--- src/rtl/iic_slave_regif.sv ---
// ============================================================================
// Module   : iic_slave_regif
// Brief    : I2C target with 16-bit register address, 8-bit data and a
//            single-cycle register-bank port; open-drain SDA, no clock stretch.
// Revision : 1.0 - initial release
// ============================================================================
`default_nettype none

module iic_slave_regif #(
  parameter logic [6:0] DEV_ID   = 7'h2B,
  parameter int         FILT_LEN = 3
) (
  input  logic        clk,
  input  logic        rst,
  input  logic        scl_in,
  input  logic        sda_in,
  output logic        sda_out_en,
  output logic [15:0] reg_addr,
  output logic [7:0]  reg_wdata,
  output logic        reg_we,
  output logic        reg_re,
  input  logic [7:0]  reg_rdata,
  output logic        busy
);

  localparam logic [2:0] FILT_MAX = 3'(FILT_LEN - 1);

  typedef enum logic [2:0] {
    S_IDLE = 3'd0,
    S_DEV  = 3'd1,
    S_AH   = 3'd2,
    S_AL   = 3'd3,
    S_WR   = 3'd4,
    S_RD   = 3'd5
  } state_t;

  logic [1:0] pad;
  logic [1:0] filt;
  assign pad = {sda_in, scl_in};

  // Idle-bus (high) reset levels keep a reset from fabricating START/STOP.
  for (genvar gi = 0; gi < 2; gi++) begin : g_line
    logic       s1_q, s2_q, lvl_q;
    logic [2:0] cnt_q;
    always_ff @(posedge clk) begin
      if (rst) begin
        s1_q  <= 1'b1;
        s2_q  <= 1'b1;
        lvl_q <= 1'b1;
        cnt_q <= 3'd0;
      end else begin
        s1_q <= pad[gi];
        s2_q <= s1_q;
        if (s2_q == lvl_q) begin
          cnt_q <= 3'd0;
        end else if (cnt_q == FILT_MAX) begin
          lvl_q <= s2_q;
          cnt_q <= 3'd0;
        end else begin
          cnt_q <= cnt_q + 3'd1;
        end
      end
    end
    assign filt[gi] = lvl_q;
  end

  logic scl_f, sda_f, scl_prev_q, sda_prev_q;
  logic start_w, stop_w, rise_w, fall_w;
  assign scl_f   = filt[0];
  assign sda_f   = filt[1];
  assign start_w = scl_f & scl_prev_q & sda_prev_q & ~sda_f;
  assign stop_w  = scl_f & scl_prev_q & ~sda_prev_q & sda_f;
  assign rise_w  = scl_f & ~scl_prev_q;
  assign fall_w  = ~scl_f & scl_prev_q;

  state_t      state_q, state_d;
  logic [3:0]  cnt_q, cnt_d;
  logic [7:0]  shift_q, shift_d, tx_q, tx_d, wdata_q, wdata_d;
  logic [15:0] addr_q, addr_d;
  logic        oe_q, oe_d, busy_q, busy_d, we_q, we_d, re_q, re_d, cap_q, cap_d;
  logic [7:0]  rx_byte;
  assign rx_byte = {shift_q[6:0], sda_f};

  always_ff @(posedge clk) begin
    if (rst) begin
      state_q    <= S_IDLE;
      cnt_q      <= 4'd0;
      shift_q    <= 8'h00;
      tx_q       <= 8'h00;
      wdata_q    <= 8'h00;
      addr_q     <= 16'h0000;
      oe_q       <= 1'b0;
      busy_q     <= 1'b0;
      we_q       <= 1'b0;
      re_q       <= 1'b0;
      cap_q      <= 1'b0;
      scl_prev_q <= 1'b1;
      sda_prev_q <= 1'b1;
    end else begin
      state_q    <= state_d;
      cnt_q      <= cnt_d;
      shift_q    <= shift_d;
      tx_q       <= tx_d;
      wdata_q    <= wdata_d;
      addr_q     <= addr_d;
      oe_q       <= oe_d;
      busy_q     <= busy_d;
      we_q       <= we_d;
      re_q       <= re_d;
      cap_q      <= cap_d;
      scl_prev_q <= scl_f;
      sda_prev_q <= sda_f;
    end
  end

  // cnt: 0..8 bits seen in the byte, 9 = inside the ACK slot.
  always_comb begin
    state_d = state_q;
    cnt_d   = cnt_q;
    shift_d = shift_q;
    tx_d    = tx_q;
    wdata_d = wdata_q;
    addr_d  = addr_q;
    oe_d    = oe_q;
    busy_d  = busy_q;
    we_d    = 1'b0;
    re_d    = 1'b0;
    cap_d   = re_q;
    if (cap_q) tx_d = reg_rdata;
    if (we_q) addr_d = addr_q + 16'd1;
    if (start_w) begin
      state_d = S_DEV;
      cnt_d   = 4'd0;
      oe_d    = 1'b0;
    end else if (stop_w) begin
      state_d = S_IDLE;
      cnt_d   = 4'd0;
      oe_d    = 1'b0;
      busy_d  = 1'b0;
    end else begin
      case (state_q)
        S_DEV, S_AH, S_AL, S_WR: begin
          if (rise_w && cnt_q < 4'd8) begin
            shift_d = rx_byte;
            cnt_d   = cnt_q + 4'd1;
            if (cnt_q == 4'd7 && state_q == S_AH) addr_d[15:8] = rx_byte;
            if (cnt_q == 4'd7 && state_q == S_AL) addr_d[7:0]  = rx_byte;
          end else if (rise_w && cnt_q == 4'd9 && state_q == S_DEV && shift_q[0]) begin
            re_d = 1'b1;
          end else if (fall_w && cnt_q == 4'd8) begin
            if (state_q == S_DEV && shift_q[7:1] != DEV_ID) begin
              state_d = S_IDLE;
              cnt_d   = 4'd0;
              busy_d  = 1'b0;
            end else begin
              oe_d  = 1'b1;
              cnt_d = 4'd9;
              if (state_q == S_DEV) busy_d = 1'b1;
              if (state_q == S_WR) begin
                we_d    = 1'b1;
                wdata_d = shift_q;
              end
            end
          end else if (fall_w && cnt_q == 4'd9) begin
            oe_d  = 1'b0;
            cnt_d = 4'd0;
            case (state_q)
              S_DEV: begin
                if (shift_q[0]) begin
                  state_d = S_RD;
                  oe_d    = ~tx_q[7];
                end else begin
                  state_d = S_AH;
                end
              end
              S_AH:    state_d = S_AL;
              S_AL:    state_d = S_WR;
              default: state_d = state_q;
            endcase
          end
        end
        S_RD: begin
          if (rise_w && cnt_q < 4'd8) begin
            cnt_d = cnt_q + 4'd1;
          end else if (rise_w && cnt_q == 4'd9) begin
            if (!sda_f) begin
              re_d   = 1'b1;
              addr_d = addr_q + 16'd1;
            end else begin
              state_d = S_IDLE;
              cnt_d   = 4'd0;
            end
          end else if (fall_w && cnt_q != 4'd0 && cnt_q < 4'd8) begin
            tx_d = {tx_q[6:0], 1'b0};
            oe_d = ~tx_q[6];
          end else if (fall_w && cnt_q == 4'd8) begin
            oe_d  = 1'b0;
            cnt_d = 4'd9;
          end else if (fall_w && cnt_q == 4'd9) begin
            oe_d  = ~tx_q[7];
            cnt_d = 4'd0;
          end
        end
        default: begin
          state_d = S_IDLE;
        end
      endcase
    end
  end

  assign sda_out_en = oe_q;
  assign reg_addr   = addr_q;
  assign reg_wdata  = wdata_q;
  assign reg_we     = we_q;
  assign reg_re     = re_q;
  assign busy       = busy_q;

endmodule

`default_nettype wire

--- config.mk ---
export PLATFORM = sky130hd
export DESIGN_NAME = iic_slave_regif
export DESIGN_NICKNAME = d
export VERILOG_FILES = /design/src/rtl/iic_slave_regif.sv
export SDC_FILE = /design/constraint.sdc
export NUM_CORES = 1
export LEC_CHECK = 0
export CAP_MARGIN = 5
export CORE_ASPECT_RATIO = 0.75
export CORE_MARGIN = 2
export CORE_UTILIZATION = 55
export DETAILED_ROUTE_END_ITERATION = 12
export PLACE_DENSITY = 0.78
export SYNTH_ARGS = -nofsm -noshare
export SYNTH_HDL_FRONTEND = slang
export SYNTH_SLANG_ARGS = --single-unit
--- constraint.sdc ---
create_clock -name clk -period 2.7 [get_ports clk]
set_input_delay 0.405 -clock clk [delete_from_list [all_inputs] [get_ports clk]]
set_output_delay 0.405 -clock clk [all_outputs]
set_load 0.01 [all_outputs]
### Yosys cells after proc, flatten, opt, wreduce, memory -nomap -nowiden

Index checks and enable logic that the tools add are counted.
W data, S select, Z words.

| cells by class | value |
|---|---|
| $add $sub $neg | 4 |
| multipliers | 0 |
| div/mod/pow operators | 0 |
| $lt $le $gt $ge | 1 |
| eq/ne operators | 37 |
| shift operators | 0 |
| mux-type cells | 68 |
| bitwise gates (word level) | 22 |
| reductions and logical operators | 30 |

Operator list:

| kind | count |
|---|---|
| $mux W16 | 7 |
| $mux W8 | 9 |
| $mux W4 | 10 |
| $ne A4 B4 Y1 const B | 8 |
| $pmux W16 S2 | 1 |
| $reduce_and A8 Y1 | 4 |
| $mux W1 | 27 |
| $mux W3 | 9 |
| $add A16 B1 Y16 const B | 1 |
| $ne A2 B2 Y1 const B | 8 |
| $ne A5 B5 Y1 const B | 3 |
| $not A1 Y1 | 15 |
| $eq A3 B2 Y1 const B | 4 |
| $ne A3 B3 Y1 const B | 4 |
| $logic_and A1 B1 Y1 | 11 |
| $pmux W3 S3 | 1 |
| $reduce_or A3 Y1 | 3 |
| $eq A4 B4 Y1 const B | 2 |
| $pmux W4 S2 | 1 |
| $reduce_and A4 Y1 | 2 |
| $reduce_or A8 Y1 | 1 |
| $and A1 B1 Y1 | 7 |
| $ne A7 B6 Y1 const B | 1 |
| $ne A7 B7 Y1 const B | 1 |
| 15 further kinds | 22 |

| storage, ports and cells | value |
|---|---|
| bits in registers | 66 |
| bits in latches | 0 |
| RAM bits | 0 |
| bits in read-only memories | 0 |
| input bits | 12 |
| output and inout bits | 28 |
| word-level logic and storage cells | 184 |
| memories | 0 |

### Depth between registers and ports, before layout

| logic depth | value |
|---|---|
| depth after elaboration | 10 |
| mapped depth | 9 |
| depth with buffers taken out | 8 |

### Worst setup path after synthesis

Ideal clock, no wire load.

| timing | value |
|---|---|
| kind | register -> register |
| from | register addr_q[0], in the netlist reg_addr[0] |
| to | register addr_q[14], in the netlist reg_addr[14] |
| setup time | 120 ps |
| arrival | 1861 ps |
| data required time | 2580 ps |
| setup slack | 720 ps |
| stages on the path, launching flop included | 8 |
| buffers on the path | 1 |
| clock period less this slack | 1980 ps |
| cells stage by stage | dfxtp_1 -> ha_1 -> and4_1 -> and2_1 -> buf_2 -> nand4_1 -> a22o_1 -> a211o_1 |

| on the way | value |
|---|---|
| longest elaborated chain between the ends | 8 |

Ends and longest elaborated chain:

| element | line | source |
|---|---|---|
| from (decl) | 79 | `logic [15:0] addr_q, addr_d;` |
| from (signal assigned) | 105 | `addr_q <= addr_d;` |
| $add A16 B1 Y16 (*) | 130, 188 |  |
| $mux W16 | 130 | `if (we_q) addr_d = addr_q + 16'd1;` |
| $mux W16 | 186 | `if (!sda_f) begin` |
| $mux W16 | 185 | `end else if (rise_w && cnt_q == 4'd9) begin` |
| $mux W16 | 183 | `if (rise_w && cnt_q < 4'd8) begin` |
| $pmux W16 S2 | 141 | `case (state_q)` |
| $mux W16 | 135 | `end else if (stop_w) begin` |
| $mux W16 (*) | 131 | `if (start_w) begin` |

Every way passes the cells marked *; elsewhere a longest branch is shown, timed or not.
A chain may end at the register's enable or synchronous reset.

### Worst setup path after layout

| timing | value |
|---|---|
| from | register state_q[2] |
| to | register oe_q, in the netlist sda_out_en |

| on the way | value |
|---|---|
| longest elaborated chain between the ends | 7 |

Ends and longest elaborated chain:

| element | line | source |
|---|---|---|
| from (decl) | 76 | `state_t state_q, state_d;` |
| from (signal assigned) | 100 | `state_q <= state_d;` |
| $eq A3 B1 Y1 | - |  |
| $mux W1 | 167 | `case (state_q)` |
| $mux W1 | 164 | `end else if (fall_w && cnt_q == 4'd9) begin` |
| $mux W1 | 150 | `end else if (fall_w && cnt_q == 4'd8) begin` |
| $mux W1 | 148 | `end else if (rise_w && cnt_q == 4'd9 && state_q == S_DEV && shift_q[0]) begin` |
| $mux W1 | 143 | `if (rise_w && cnt_q < 4'd8) begin` |
| $pmux W1 S2 | 141 |  |
| to (signal assigned) | 92 | `oe_q <= 1'b0;` |
| to (signal assigned) | 106 | `oe_q <= oe_d;` |
| to (decl) | 80 | `logic oe_q, oe_d, busy_q, busy_d, we_q, we_d, re_q, re_d, cap_q, cap_d;` |

Several ways; a longest one is shown, not always the timed one. The select of a mux whose other input is x is not followed.

==> results.json <==
{
  "grt_use_total": 0.276,
  "worstSetupPathType": "flip-flop to flip-flop",
  "r2r_cells": 6,
  "finalClockSkew_ns": 0.00700,
  "post-dp-hpwl_um": 7120,
  "routed_wl_um": 10000,
  "yosys.area.top_type": "dfxtp_1",
  "worstReg2RegStart": "state_q[2]",
  "std_cell_rows": 26,
  "drtPass1Iterations": 5,
  "placed_area_um2": 4240,
  "setup_tns_ns": 0,
  "cts.sinks": 66,
  "synthesis.nets": 485,
  "synth_edf_count": 0,
  "synth_top_area_share": 0.345,
  "drt_iter0_markers": 417,
  "synth-main-ff-cell": "dfxtp_1",
  "grt_pass1_vias": 3358,
  "htree_levels": 3,
  "slew_violations": 0,
  "ys_seq_area_frac": 0.345,
  "p_leak_nw": 1.63,
  "yosys_warnings": 0,
  "place_congestion": 0.952,
  "fillCellCount": 576,
  "min_period_ns": 2.26,
  "syn_to_final_growth_pct": 15.0,
  "antenna_cells": 0,
  "postCtsSetupBuffers": 0,
  "slew-limit-headroom": 0.559,
  "rr_endpoint": "sda_out_en",
  "clockRootBuffer": "clkbuf_8",
  "drive_above_1_share": 0.0900,
  "synth_cells": 465,
  "critPathArrivalTime_ns": 2.55,
  "r2r_slack_ns": 0.44,
  "hold_path_class": "flip-flop to flip-flop",
  "cp.depth": 6,
  "vias": 3648,
  "finalSetupViolCount": 0,
  "cts_hold_buffers": 0,
  "synthArstFlopShare": 0,
  "cts_resized": 0,
  "grt_max_degree": 41,
  "antenna_found_initial": 0,
  "rsz0062_at_grt": "false",
  "synth.avg_cell_area_um2": 8.25,
  "cp_slowest_cell": "dfxtp_1",
  "finalCritPeriodShare": 0.839,
  "cpPeakStageDelay_ns": 0.59,
  "start_util": 0.567,
  "maxCapViolations": 0,
  "cts_tree": "yes",
  "grt-ovfl-total": 0,
  "yosys-top-cells-count": "dfxtp_1 (66), nand2_1 (48), nor2_1 (46)",
  "drc": 0,
  "die_w_um": 100,
  "drt-wirelength-per-cell_um": 17.2,
  "fin_util": 0.652,
  "crit_buf_inv": 0,
  "end_kind": "flip-flop",
  "clkTransAtPathRegs_ns": 0.07,
  "ios": 40,
  "final-seq-area_um2": 1320,
  "startpoint": "state_q[2]",
  "multiInputGateArea_um2": 2330,
  "clk_latency_ns": 0.35,
  "totalPowerFinal_mw": 1.78,
  "post-synth-top-count-cell": "dfxtp_1",
  "crit_end": "sda_out_en",
  "crit_chain": "nor2b_1, and2_1, nand3_1, nor2_1, a211oi_1, a21oi_1",
  "synth_seq_cells": 66,
  "syn_area_um2": 3830,
  "final_area_um2": 4410,
  "hold-worst-slack_ns": 0.412,
  "synth_cell_type_count": 63,
  "coreArea_um2": 6770,
  "worstMarginPinSlew_ns": 0.661,
  "numCtsBuffers": 9,
  "ant_nets": 0,
  "irDropWorstVdd_mv": 0.380,
  "portBuffers": 39,
  "cp-start-kind": "flip-flop",
  "p_per_area_nw_per_um2": 403,
  "clock_path_buffers": 2,
  "grt_pass1_wl_um": 16800,
  "outcome": "complete, no violations",
  "viasPerCell": 6.25,
  "cpLargestDelayFamily": "simple AND/OR/NAND/NOR gates",
  "synth_area_leaders": "dfxtp_1 (34%), nand2_1 (4.7%), nor2_1 (4.5%)",
  "dieArea_um2": 7660,
  "die_h_um": 76.3,
  "fin_nets": 515,
  "crit_required_ns": 2.99,
  "crit_fanout": 15,
  "hold_violations": 0,
  "fmax_ghz": 0.442
}
-- cells in the final DEF (no fill, tap or decap), types with 3 or more instances in the layout --
| cell | netlist | final |
|---|---|---|
| o211ai_1 | 7 | 7 |
| o22ai_1 | 9 | 9 |
| nand2_1 | 48 | 48 |
| and4_1 | 4 | 4 |
| mux2i_1 | 17 | 17 |
| o221ai_1 | 5 | 5 |
| nor2_1 | 46 | 46 |
| o21ai_1 | 5 | 5 |
| a211oi_1 | 10 | 10 |
| xor2_1 | 17 | 17 |
| nand4_1 | 12 | 12 |
| nor3_1 | 6 | 6 |
| or2_2 | 5 | 5 |
| clkbuf_8 | 0 | 9 |
| buf_4 | 5 | 8 |
| nor2b_1 | 6 | 6 |
| inv_1 | 10 | 10 |
| clkinvlp_4 | 0 | 3 |
| a31oi_1 | 6 | 6 |
| nand3_1 | 19 | 19 |
| nor3b_1 | 6 | 6 |
| nand2b_1 | 4 | 4 |
| clkdlybuf4s50_1 | 0 | 39 |
| a211o_1 | 3 | 3 |
| a21oi_1 | 31 | 31 |
| and2_1 | 8 | 8 |
| clkinv_2 | 0 | 3 |
| dfxtp_1 | 66 | 66 |
| xnor2_1 | 13 | 13 |
| o21ai_0 | 15 | 15 |
| and3_1 | 8 | 8 |
| ha_1 | 8 | 8 |
| or3_1 | 4 | 4 |
-- metrics by stage --
| stage | std cells | setup WS (ns) |
|---|---|---|
| after CTS | 584 | 0.493 |
| after global routing | 584 | 0.283 |
| after global placement | 568 | 0.555 |
| after floorplan | 465 | 0.720 |
| final | 584 | 0.435 |
| after detailed placement | 568 | 0.502 |
-- sequential cells by signal (all words and copies together), names as in the netlist --
register	count
busy	1
sda_out_en	1
shift_q	8
cnt_q	4
g_line.s2_q	2
reg_wdata	8
state_q	3
reg_addr	16
g_line.cnt_q	6
scl_prev_q	1
tx_q	8
g_line.s1_q	2
reg_we	1
reg_re	1
cap_q	1
sda_prev_q	1
g_line.lvl_q	2
-- final cells by class --
class	count	area share
Timing Repair Buffer	47	0.102
Tap cell	84	0.0238
Inverter	10	0.00851
Clock inverter	7	0.0105
Clock buffer	9	0.0281
Sequential cell	66	0.299
Multi-Input combinational cell	361	0.528
-- logic make-up (layout without fill, tap and decap cells) --
logic type / after synthesis / count (layout) / synth area share
simple gates: 188 / 188 / 0.253
compound gates: 117 / 117 / 0.212
flops: 66 / 66 / 0.345
buf+inv: 38 / 73 / 0.0486
xor+xnor: 30 / 30 / 0.0685
mux: 18 / 18 / 0.0473
fa+ha+maj: 8 / 8 / 0.0261
-- power by group --
group	leakage (nW)	internal [mW]	switching, mW	total [mW]
combinational	1.01	0.0288	0.0340	0.0628
sequential	0.533	0.977	0.00296	0.980
clock	0.0810	0.328	0.406	0.734
total	1.63	1.33	0.443	1.78
-- how the worst min path moves through the flow --
stage / from / endpoint / cells after the start
floorplan: g_line[0].s1_q / g_line[0].s2_q / 1
global placement: g_line[0].s1_q / g_line[0].s2_q / 1
detailed placement: g_line[0].s1_q / g_line[0].s2_q / 1
CTS: g_line[0].s1_q / g_line[0].s2_q / 1
global route: g_line[0].s1_q / g_line[0].s2_q / 1
finish: g_line[0].s1_q / g_line[0].s2_q / 1
-- routing by layer --
metal | global-route usage | share of wire | vias up
met3 | 0.0826 | 0.10 | 17
li1 | - | - | 1728
met2 | 0.386 | 0.42 | 192
met4 | 0.0740 | 0.011 | 0
met1 | 0.410 | 0.46 | 1711
met5 | 0 | 0 | -
Note: power is estimated with default switching activity, not from simulation.
